$ cat src/rtl/mul3_pkg.sv
// Shared definitions for the serial times-three transmitter.
package mul3_pkg;

  typedef enum logic [1:0] {
    IDLE = 2'd0,
    SEND = 2'd1,
    DONE = 2'd2
  } state_t;

  localparam int unsigned DEFAULT_W = 8;

endpackage

$ cat src/rtl/serial_add_cell.sv
// One-bit serial adder: combinational 3-input sum, registered carry.
module serial_add_cell (
  input  logic clk,
  input  logic reset,
  input  logic clr,
  input  logic en,
  input  logic a,
  input  logic b,
  output logic sum
);

  logic carry;
  logic c_eff;

  // clr zeroes the carry entering this bit, so clr with en starts a fresh sum here.
  always_comb begin
    c_eff = clr ? 1'b0 : carry;
    sum   = a ^ b ^ c_eff;
  end

  always_ff @(posedge clk or negedge reset) begin
    if (!reset) begin
      carry <= 1'b0;
    end else if (en) begin
      carry <= (a & b) | (c_eff & (a ^ b));
    end else if (clr) begin
      carry <= 1'b0;
    end
  end

endmodule

$ cat src/rtl/mul3_serial_tx.sv
// Streams 3*din LSB first as x + (x << 1), one bit per clock, then pulses done.
module mul3_serial_tx
  import mul3_pkg::*;
#(
  parameter  int unsigned W     = DEFAULT_W,
  localparam int unsigned OUT_W = W + 2
) (
  input  logic         clk,
  input  logic         reset,
  input  logic         start,
  input  logic [W-1:0] din,
  output logic         sout,
  output logic         sout_valid,
  output logic         busy,
  output logic         done
);

  localparam int unsigned CW = $clog2(OUT_W + 1);

  state_t         state, state_next;
  logic [W-1:0]   sh, sh_next;
  logic           prev, prev_next;
  logic [CW-1:0]  cnt, cnt_next;
  logic           sout_next, valid_next, busy_next, done_next;
  logic           cell_a, cell_b, cell_clr, cell_en, cell_sum;

  serial_add_cell u_add (
    .clk   (clk),
    .reset (reset),
    .clr   (cell_clr),
    .en    (cell_en),
    .a     (cell_a),
    .b     (cell_b),
    .sum   (cell_sum)
  );

  always_comb begin
    state_next = state;
    sh_next    = sh;
    prev_next  = prev;
    cnt_next   = cnt;
    sout_next  = 1'b0;
    valid_next = 1'b0;
    busy_next  = 1'b0;
    done_next  = 1'b0;
    cell_a     = 1'b0;
    cell_b     = 1'b0;
    cell_clr   = 1'b0;
    cell_en    = 1'b0;

    case (state)
      SEND: begin
        busy_next = 1'b1;
        cell_a    = sh[0];
        cell_b    = prev;
        if (cnt == CW'(OUT_W - 1)) begin
          state_next = DONE;
          done_next  = 1'b1;
        end else begin
          cell_en    = 1'b1;
          sh_next    = sh >> 1;
          prev_next  = sh[0];
          cnt_next   = cnt + CW'(1);
          sout_next  = cell_sum;
          valid_next = 1'b1;
        end
      end
      DONE: begin
        state_next = IDLE;
      end
      default: begin
        state_next = IDLE;
        // Bit 0 is produced on the accept edge so it is visible in the next cycle.
        if (start) begin
          state_next = SEND;
          cell_a     = din[0];
          cell_clr   = 1'b1;
          cell_en    = 1'b1;
          sh_next    = din >> 1;
          prev_next  = din[0];
          cnt_next   = '0;
          sout_next  = cell_sum;
          valid_next = 1'b1;
          busy_next  = 1'b1;
        end
      end
    endcase
  end

  always_ff @(posedge clk or negedge reset) begin
    if (!reset) begin
      state      <= IDLE;
      sh         <= '0;
      prev       <= 1'b0;
      cnt        <= '0;
      sout       <= 1'b0;
      sout_valid <= 1'b0;
      busy       <= 1'b0;
      done       <= 1'b0;
    end else begin
      state      <= state_next;
      sh         <= sh_next;
      prev       <= prev_next;
      cnt        <= cnt_next;
      sout       <= sout_next;
      sout_valid <= valid_next;
      busy       <= busy_next;
      done       <= done_next;
    end
  end

endmodule
$ cat config.mk
export PLATFORM = sky130hd
export DESIGN_NAME = mul3_serial_tx
export DESIGN_NICKNAME = d
export VERILOG_FILES = /design/src/rtl/mul3_pkg.sv /design/src/rtl/serial_add_cell.sv /design/src/rtl/mul3_serial_tx.sv
export SDC_FILE = /design/constraint.sdc
export NUM_CORES = 1
export LEC_CHECK = 0
export ABC_AREA = 1
export BUFFER_PORTS_ARGS = -buffer_cell sky130_fd_sc_hd__buf_4
export CAP_MARGIN = 20
export CORE_MARGIN = 2
export CORE_UTILIZATION = 49
export DETAILED_ROUTE_END_ITERATION = 7
export PLACE_DENSITY = 0.77
export SETUP_SLACK_MARGIN = 0.1
export SLEW_MARGIN = 20
export SYNTH_ARGS = -nofsm -noshare
export SYNTH_HDL_FRONTEND = slang
export SYNTH_SLANG_ARGS = --single-unit
export TNS_END_PERCENT = 1
$ cat constraint.sdc
create_clock -name clk -period 1.5 [get_ports clk]
set_input_delay 0.15 -clock clk [delete_from_list [all_inputs] [get_ports clk]]
set_output_delay 0.15 -clock clk [all_outputs]
set_load 0.05 [all_outputs]
-- Yosys cells after proc, flatten, opt, wreduce, memory -nomap -nowiden
Cells that the tools add are included.
- register bits: 20
- input bits: 11
- output and inout bits: 4
- word-level logic and storage cells: 51
- $add $sub $neg: 1
- equality and inequality tests: 5
- mux-type cells: 27
- bitwise gates (word level): 6
- reduce and logical (&&, ||, !) cells: 3
- operator list (kind ; number):
    two-way mux 8 bit ; 2
    case mux 8 bit (2 select lines) ; 1
    two-way mux 1 bit ; 14
    case mux 1 bit (2 select lines) ; 5
    two-way mux 4 bit ; 2
    case mux 4 bit (2 select lines) ; 1
    adder 4 x 1 -> 4 bit (second input constant) ; 1
    == test 4 bit (second input constant) ; 1
    != test 2 bit (second input constant) ; 2
    case mux 2 bit (2 select lines) ; 1
    AND reduction 3 bit ; 1
    bitwise AND 1 bit ; 2
    == test 2 x 1 -> 1 bit (second input constant) ; 1
    == test 2 bit (second input constant) ; 1
    two-way mux 2 bit ; 1
    nonzero test 2 bit ; 1
    OR reduction 2 bit ; 1
    XOR 1 bit ; 2
    inverter 1 bit ; 1
    bitwise OR 1 bit ; 1

-- Logic depth before layout (Yosys ltp)
Gate-level depths: netlist of run 1.
- depth in word-level cells: 7
- depth in mapped cells: 8
- mapped depth without buffers: 8

-- Hierarchy
Synthesis of run 1 repeated with hierarchy kept, for this count alone.
- cells, all modules: 112
- area total of the unflattened synthesis: 1004.7 µm²
- modules (own cells, without submodules) (module ; times used ; cells an instance ; area an instance (µm²) ; sequential area each (µm²)):
    mul3_serial_tx ; 1 ; 103 ; 932.1 ; 450.4
    serial_add_cell ; 1 ; 9 ; 72.6 ; 25.0

-- Worst setup path before layout of run 1
OpenSTA, ideal clock, no wires.
- kind: reg-to-reg
- start point: register state[0]
- end point: register sout
- library setup time: 0.071 ns
- arrival: 1.575 ns
- required time: 1.429 ns
- setup slack: -0.146 ns
- stages on the path, launching flop included: 8
- path buffers: 0
- period minus slack after synthesis: 1.646 ns
- cell sequence: dfrtp_1 inv_1 ha_1 nand2_1 o22ai_1 fa_1 inv_1 nor2_1
- word-level cells in the longest chain between the ends: 7
- elaborated cells on any way between the ends: 12
- classes of those cells: 2 x eq/ne; 7 x mux; 2 x bitwise; 1 x reduce/logical
- RTL lines (element ; line ; RTL):
    from (decl) ; mul3_serial_tx.sv:20 ; state_t state, state_next;
    from (signal assigned) ; mul3_serial_tx.sv:101 ; state <= state_next;
    == test 2 bit / == test 2 x 1 -> 1 bit (equally long branches) ; mul3_serial_tx.sv:51 ; case (state)
    OR reduction 2 bit (no line) ; - ;
    two-way mux 1 bit ; mul3_serial_tx.sv:51 ;
    two-way mux 1 bit ; - ;
    XOR 1 bit ; serial_add_cell.sv:18 ; sum = a ^ b ^ c_eff;
    two-way mux 1 bit, on equally long branches ; mul3_serial_tx.sv:74, mul3_serial_tx.sv:56 ;
    case mux 1 bit (2 select lines) * ; mul3_serial_tx.sv:51 ;
    named net sout_next ; mul3_serial_tx.sv:24 ; logic sout_next, valid_next, busy_next, done_next;
    to (signal assigned) ; mul3_serial_tx.sv:105 ; sout <= sout_next;
    to (decl) ; mul3_serial_tx.sv:12 ; output logic sout,
The timed path passes the listed nets; every way through them passes the cells marked *.
A chain may end at the register's enable or synchronous reset.

-- Worst setup path after layout of run 1
Same ends and word-level chain as after synthesis.

==> results of run 1 <==
==> repair_timing <==
item,CTS,global route
endpoints found under the setup margin,14,15
setup buffers,0,2
hold buffers,1,0
pin swaps,0,1
gates resized for setup,4,20
hold endpoints to repair,19,0
==> sequential cells by signal, indices dropped and copies added (netlist names) <==
register	count
u_add.carry	1
sh	7
state	2
cnt	4
sout	1
sout_valid	1
done	1
busy	1
prev	1
==> final cells by class <==
type | instances | area [sq um]
Sequential cell | 19 | 477
Clock inverter | 1 | 5.00
Tap cell | 27 | 33.8
Fill cell | 169 | 652
Multi-Input combinational cell | 72 | 526
Timing Repair Buffer | 22 | 184
Clock buffer | 3 | 22.5
Inverter | 16 | 62.6
==> cells in the final DEF (no fill, tap or decap), types with 3 or more instances in the layout <==
cell type | Yosys | routed
or2_2 | 6 | 6
nand2_1 | 23 | 20
dfrtp_1 | 19 | 18
clkbuf_4 | 0 | 3
nand2_2 | 3 | 5
o21ai_1 | 1 | 4
o21ai_2 | 10 | 15
inv_2 | 1 | 3
inv_1 | 15 | 12
buf_4 | 0 | 19
==> worst register-to-register path, stage by stage (launching register included) <==
cell and delay, ns:
dfrtp_1 0.43, inv_2 0.10, ha_4 0.23, nand2_4 0.08
o22ai_2 0.07, fa_1 0.54, inv_1 0.04, nor2_1 0.07
==> kinds of logic (layout without fill, tap and decap cells) <==
logic type | count (synthesis) | after routing | synth area share
AOI/OAI and AO/OA | 23 | 23 | 0.154
xor gates and xnor gates | 1 | 1 | 0.00861
adders and majority gates | 6 | 6 | 0.0812
buffers and inverters | 19 | 42 | 0.0922
DFF | 19 | 19 | 0.467
and+or+nand+nor | 42 | 42 | 0.197
==> final timing paths <==
| path | endpoint | start | cells past startpoint | slack (ns) |
|---|---|---|---|---|
| hold / removal | sh[6] | din[7] | 3 | 0.11 |
| setup reg to reg | sout | state[0] | 7 | -0.11 |
| min in group asynchronous | sout_valid | reset | 2 | 0.24 |
| hold reg to reg | sh[3] | sh[3] | 2 | 0.51 |
| setup / recovery | sout | state[0] | 7 | -0.11 |
| max in group asynchronous | cnt[1] | reset | 2 | 1.03 |
==> per-layer routing <==
layer	GRT usage	routed length (um)	part of all wire
met4	0.0972	34	0.018
met3	0.0273	62	0.034
met5	0	0	0
met2	0.273	960	0.52
met1	0.189	791	0.43
==> power by group <==
group | leakage, nW | internal (mW) | total, mW | switching (mW)
Sequential | 0.241 | 0.705 | 0.854 | 0.149
Clock | 0.0177 | 0.0993 | 0.259 | 0.160
Combinational | 0.393 | 0.537 | 1.23 | 0.698
==> out/metrics.yaml, run 1 <==
critPathArrivalTime_ns: 1.85
crit_required_ns: 1.74
fin_crit_sh: 1.07
die_width_um: 49.6
whs_ns: 0.115
synthMostInstantiatedCell: "nand2_1"
wl_mm: 1.85
ant_nets: 0
antenna_found_initial: 0
coreArea_sq_mm: 0.00196
path_cells: "inv_2, ha_4, nand2_4, o22ai_2, fa_1, inv_1, nor2_1"
post-dp-hpwl_mm: 1.31
path_clk_slew_ns: 0.11
vias: 772
period_minus_slack_ns: 1.61
finalHoldViolCount: 0
critical_path.top_delay_family: "adder cells"
dpl.cell_count: 153
fin_nets: 151
place_ws_ns: -0.0970
ys.flop_type: "dfrtp_1"
end_kind: "register"
grt-ovfl-total: 0
ys_types: 21
antennaDiodeCount: 0
clock.fmax_ghz: 0.621
wl_per_cell_um: 11.6
tightest_slew_ns: 0.243
placed_area_sq_mm: 0.00120
fp-row-count: 16
fin_setup_tns_ns: -0.153
ys_ff_latch: 19
ys_top_cells_by_count: "23 x nand2_1, 19 x dfrtp_1, 15 x inv_1"
grt_pass1_vias: 706
stdcell_area_sq_mm: 0.00131
clk_latency_ns: 0.30
io_pins: 15
die_area_sq_mm: 0.00246
power_density_mw_per_mm2: 1790
grt.total_usage: 0.161
final_util: 0.668
syn_to_final_growth_pct: 28.8
outcome: "complete, but fails checks"
grt_pass1_wl_mm: 3.00
max_cap_violations: 0
syn_inst: 110
drtPass1Iterations: 3
cts_buffers: 3
finalSetupViolCount: 2
cpMaxStageDelayCell: "fa_1"
crit_buf_inv: 2
start_util: 0.518
synth_top_area_frac: 0.467
synth_warnings: 0
skew_ns: 0.0107
avgViaCountPerCell: 4.83
violations: "negative setup slack"
async_flop_share: 1.00
cts_max_level: 1
ir_worst_vdd_mv: 0.966
fin_ws_ns: -0.110
io_buffer_count: 14
synth_fp_nets: 127
cts_root_buf: "clkbuf_4"
rsz0062_at_grt: "true"
seq_area_frac_synth: 0.467
crit_path_max_fanout: 3
avgSynthCellArea_sq_um: 9.25
dieHeight_um: 49.6
p_leak_nw: 0.652
crit_type: "reg -> reg"
slew_headroom: 0.838
finalMaxSlewViolations: 0
final_cells: 160
critPathLaunchType: "register"
routabilityCongestion: 0.795
power.total_mw: 2.35
ys_top_cells_by_area: "dfrtp_1 47%, o21ai_2 8.6%, nand2_1 8.5%"
synth_area_leader_cell: "dfrtp_1"
synth_edf_count: 0
synthesis.area_sq_mm: 0.00102
cts_tree: "built"
drive_above_1_share: 0.496
slowest_delay_ns: 0.54
drc: 0
cts.sinks: 19
drtIter0Drc: 7
grt_max_degree: 22
clockBufferDepth: 2
min_path_type: "in -> reg"
Note: power is estimated with default switching activity, not from simulation.
==> inputs of run 2 (changes only) <==
--- a/config.mk
+++ b/config.mk
@@ -12,6 +12,7 @@
 export CORE_UTILIZATION = 49
 export DETAILED_ROUTE_END_ITERATION = 7
 export PLACE_DENSITY = 0.77
+export RECOVER_POWER = 100
 export SETUP_SLACK_MARGIN = 0.1
 export SLEW_MARGIN = 20
 export SYNTH_ARGS = -nofsm -noshare
==> out/metrics.yaml, run 2 (synthesis results as in run 1) <==
outcome: "complete, but fails checks"
violations: "negative setup slack"
fin_nets: 151
max_cap_violations: 0
slowest_delay_ns: 0.54
wl_mm: 1.87
grt-ovfl-total: 0
clock.fmax_ghz: 0.621
internal-power_mw: 1.31
grt_pass1_wl_mm: 3.00
period_minus_slack_ns: 1.61
path_clk_slew_ns: 0.11
avgViaCountPerCell: 4.85
start_util: 0.518
crit_path_max_fanout: 3
critPathLaunchType: "register"
final_cell_mix: "20 x nand2_1, 19 x dfrtp_1, 15 x o21ai_2, 14 x buf_4, 12 x inv_1"
whs_ns: 0.115
placed_area_sq_mm: 0.00120
final_util: 0.655
finalMaxSlewViolations: 0
drc: 0
grt.total_usage: 0.161
p_leak_nw: 0.633
ant_nets: 0
drtPass1Iterations: 4
slew_headroom: 0.322
rsz0062_at_grt: "true"
die_area_sq_mm: 0.00246
routabilityCongestion: 0.795
die_width_um: 49.6
fin_crit_sh: 1.07
crit_type: "reg -> reg"
post-dp-hpwl_mm: 1.31
clk_latency_ns: 0.30
stdcell_area_sq_mm: 0.00128
critPathArrivalTime_ns: 1.85
swShare: 0.435
io_pins: 15
drive_above_1_share: 0.444
pwr-share-clk: 0.112
ir_worst_vdd_mv: 0.959
fin_ws_ns: -0.110
cts_max_level: 1
regMostFlops: "sh"
finalSetupViolCount: 2
io_buffer_count: 14
dieHeight_um: 49.6
p_comb_frac: 0.520
cts_buffers: 3
tightest_slew_ns: 1.02
power_frac_seq: 0.368
cpMaxStageDelayCell: "fa_1"
final_common_cell: "nand2_1"
finalHoldViolCount: 0
grt_pass1_vias: 706
min_path_type: "in -> reg"
end_kind: "register"
drtIter0Drc: 7
fin_setup_tns_ns: -0.154
cts_tree: "built"
switching_power_mw: 1.00
coreArea_sq_mm: 0.00196
antennaDiodeCount: 0
fp-row-count: 16
cts.sinks: 19
skew_ns: 0.0106
wl_per_cell_um: 11.7
vias: 776
power_density_mw_per_mm2: 1800
reg_top3: "sh: 7 flops, cnt: 4 flops, state: 2 flops"
largest_reg_flops: 7
cts_root_buf: "clkbuf_4"
antenna_found_initial: 0
path_cells: "inv_2, ha_4, nand2_4, o22ai_2, fa_1, inv_1, nor2_1"
grt_max_degree: 22
clockBufferDepth: 2
crit_required_ns: 1.74
syn_to_final_growth_pct: 26.3
[run 2: cell count changes in the layout (fill, tap and decap cells not counted)]
cell / delta
buf_4: -5
clkbuf_1: +5
nand3_2: -1
nand3_1: +1
dfrtp_2: -1
dfrtp_1: +1
[run 2: path summary, 6_finish.rpt]
kind                                from    endpoint  slack, ns  cells after the start
worst max-delay path            state[0]        sout      -0.11                      7
worst min-delay path              din[7]       sh[6]       0.11                      3
worst max register to register  state[0]        sout      -0.11                      7
worst min register to register     sh[3]       sh[3]       0.51                      2
max in group asynchronous          reset      cnt[1]       0.35                      2
min in group asynchronous          reset  sout_valid       0.53                      2
[run 2: stage by stage]
stage	power (mW)	setup WS, ns	cells
floorplan	1.65	-0.0133	110
finish	2.31	-0.110	160
global placement	1.88	-0.0200	153
CTS	2.20	-0.0922	158
global route	2.50	-0.181	160
detailed placement	1.93	-0.0970	153
[run 2: repair_timing]
action | 4_1_cts | 5_1_grt
setup buffers | 0 | 2
hold buffers | 1 | 0
endpoints found under the hold margin | 19 | 0
setup endpoints to repair | 14 | 15
pin swaps | 0 | 1
gates resized for setup | 4 | 20
[run 2: critical path, delay by kind of cell (launching register included)]
family | cells | cell delay (ns)
fa+ha+maj | 2 | 0.76
flops | 1 | 0.43
simple gates | 2 | 0.15
buf+inv | 2 | 0.14
compound gates | 1 | 0.07
[run 2: cell type report]
| cell class | count | area, sq um |
|---|---|---|
| clock inverters | 1 | 5.00 |
| flip-flops and latches | 19 | 475 |
| inverters | 16 | 62.6 |
| repair buffers | 22 | 165 |
| fillers | 179 | 677 |
| multi-input cells | 72 | 520 |
| clock buffers | 3 | 22.5 |
| well taps | 27 | 33.8 |
[run 2: layer usage]
layer | share of wire | track usage | wire length, um
met5 | 0 | 0 | 0
met4 | 0.018 | 0.0972 | 34
met3 | 0.042 | 0.0273 | 78
met2 | 0.51 | 0.273 | 958
met1 | 0.43 | 0.189 | 794
[run 2: power by group through the flow]
stage,Sequential [mW],Combinational [mW],Clock [mW]
CTS,0.833,1.10,0.268
global placement,0.830,1.05,0
floorplan,0.929,0.724,0
finish,0.851,1.20,0.259
global route,0.873,1.34,0.292
detailed placement,0.842,1.08,0
==> inputs of run 3 (changes only) <==
--- a/config.mk
+++ b/config.mk
@@ -13,6 +13,7 @@
 export DETAILED_ROUTE_END_ITERATION = 7
 export PLACE_DENSITY = 0.77
 export RECOVER_POWER = 100
+export REMOVE_ABC_BUFFERS = 1
 export SETUP_SLACK_MARGIN = 0.1
 export SLEW_MARGIN = 20
 export SYNTH_ARGS = -nofsm -noshare
==> out/metrics.yaml, run 3 (synthesis results as in run 1) <==
start_util: 0.518
pwr-share-clk: 0.101
grt_max_degree: 21
final_cell_mix: "19 x dfrtp_1, 16 x o21ai_2, 15 x nand2_1, 12 x inv_1, 10 x buf_4"
avgViaCountPerCell: 4.95
slew_headroom: 0.312
vias: 812
syn_to_final_growth_pct: 37.8
cts_buffers: 3
wl_per_cell_um: 13.0
post-dp-hpwl_mm: 1.32
final_util: 0.714
drc: 0
ir_worst_vdd_mv: 1.22
cts.sinks: 19
drtPass1Iterations: 4
p_leak_nw: 0.658
fp-row-count: 16
ant_nets: 0
die_width_um: 49.6
reg_top3: "sh: 7 flops, cnt: 4 flops, state: 2 flops"
power_frac_seq: 0.335
clockBufferDepth: 2
cts_root_buf: "clkbuf_4"
io_buffer_count: 14
fin_crit_sh: 1.06
grt.total_usage: 0.200
fin_setup_tns_ns: -0.158
finalHoldViolCount: 0
p_comb_frac: 0.564
dpl.cell_count: 154
internal-power_mw: 1.46
dieHeight_um: 49.6
switching_power_mw: 1.13
critPathArrivalTime_ns: 1.78
die_area_sq_mm: 0.00246
swShare: 0.436
placed_area_sq_mm: 0.00118
path_clk_slew_ns: 0.11
clk_latency_ns: 0.30
stdcell_area_sq_mm: 0.00140
final_cells: 164
end_kind: "register"
cts_max_level: 1
final_common_cell: "dfrtp_1"
routabilityCongestion: 0.847
tightest_slew_ns: 1.03
finalSetupViolCount: 3
skew_ns: 0.00682
crit_type: "reg -> reg"
antenna_found_initial: 0
period_minus_slack_ns: 1.58
finalMaxSlewViolations: 0
grt_pass1_wl_mm: 3.68
wl_mm: 2.13
largest_reg_flops: 7
grt-ovfl-total: 0
io_pins: 15
nFillCells: 181
violations: "negative setup slack"
whs_ns: 0.112
crit_required_ns: 1.70
grt_pass1_vias: 830
fin_nets: 155
crit_path_max_fanout: 3
rsz0062_at_grt: "true"
drtIter0Drc: 9
outcome: "complete, but fails checks"
antennaDiodeCount: 0
coreArea_sq_mm: 0.00196
cts_tree: "built"
fin_ws_ns: -0.0829
drive_above_1_share: 0.504
min_path_type: "in -> reg"
max_cap_violations: 0
regMostFlops: "sh"
critPathLaunchType: "register"
power_density_mw_per_mm2: 1840
clock.fmax_ghz: 0.632
==> run 3: through the flow <==
step	worst slack [ns]	power (mW)
6_report	-0.0829	2.58
5_1_grt	-0.162	2.78
4_1_cts	-0.0831	2.50
3_5_place_dp	-0.206	1.88
3_3_place_gp	-0.139	1.83
2_1_floorplan	-0.146	1.54
==> run 3: metal layers <==
| metal | wire length, um | vias to the layer above | share of wire | global-route usage |
|---|---|---|---|---|
| li1 | - | 407 | - | - |
| met2 | 1100 | 23 | 0.52 | 0.336 |
| met4 | 46 | 0 | 0.022 | 0.0833 |
| met3 | 82 | 6 | 0.039 | 0.0455 |
| met1 | 899 | 376 | 0.42 | 0.245 |
| met5 | 0 | - | 0 | 0 |
==> run 3: power groups by stage <==
stage | combinational, mW | clock, mW | sequential (mW)
6_report | 1.46 | 0.261 | 0.865
5_1_grt | 1.59 | 0.298 | 0.890
4_1_cts | 1.37 | 0.266 | 0.855
3_5_place_dp | 1.05 | 0 | 0.827
3_3_place_gp | 1.01 | 0 | 0.822
2_1_floorplan | 0.610 | 0 | 0.927
==> run 3: final timing paths <==
path / startpoint / to / slack, ns / depth (start not counted)
min in group asynchronous: reset / cnt[0] / 0.52 / 2
hold / removal: din[7] / sh[6] / 0.11 / 3
hold reg to reg: u_add.carry / u_add.carry / 0.51 / 2
max in group asynchronous: reset / sh[4] / 0.35 / 2
setup / recovery: state[0] / sout / -0.08 / 7
setup reg to reg: state[0] / sout / -0.08 / 7
==> run 3: worst max-delay path, stage by stage (launching register included) <==
cell,delay (ns)
dfrtp_1,0.40
inv_2,0.07
ha_4,0.30
nand2_4,0.08
o22ai_2,0.12
fa_1,0.43
inv_1,0.06
nor2_1,0.03
==> run 3: what timing repair did <==
action / CTS / global route
setup buffers: 5 / 0
setup endpoints to repair: 14 / 16
pin swaps: 6 / 2
gates resized for setup: 37 / 15
hold buffers: 1 / 0
endpoints found under the hold margin: 19 / 0
==> run 3: final cells by class <==
type / count / area [sq um] / share of cell area
Tap cell: 27 / 33.8 / 0.0241
Clock buffer: 4 / 26.3 / 0.0188
Multi-Input combinational cell: 72 / 573 / 0.409
Timing Repair Buffer: 26 / 225 / 0.161
Inverter: 16 / 67.6 / 0.0482
Sequential cell: 19 / 475 / 0.339
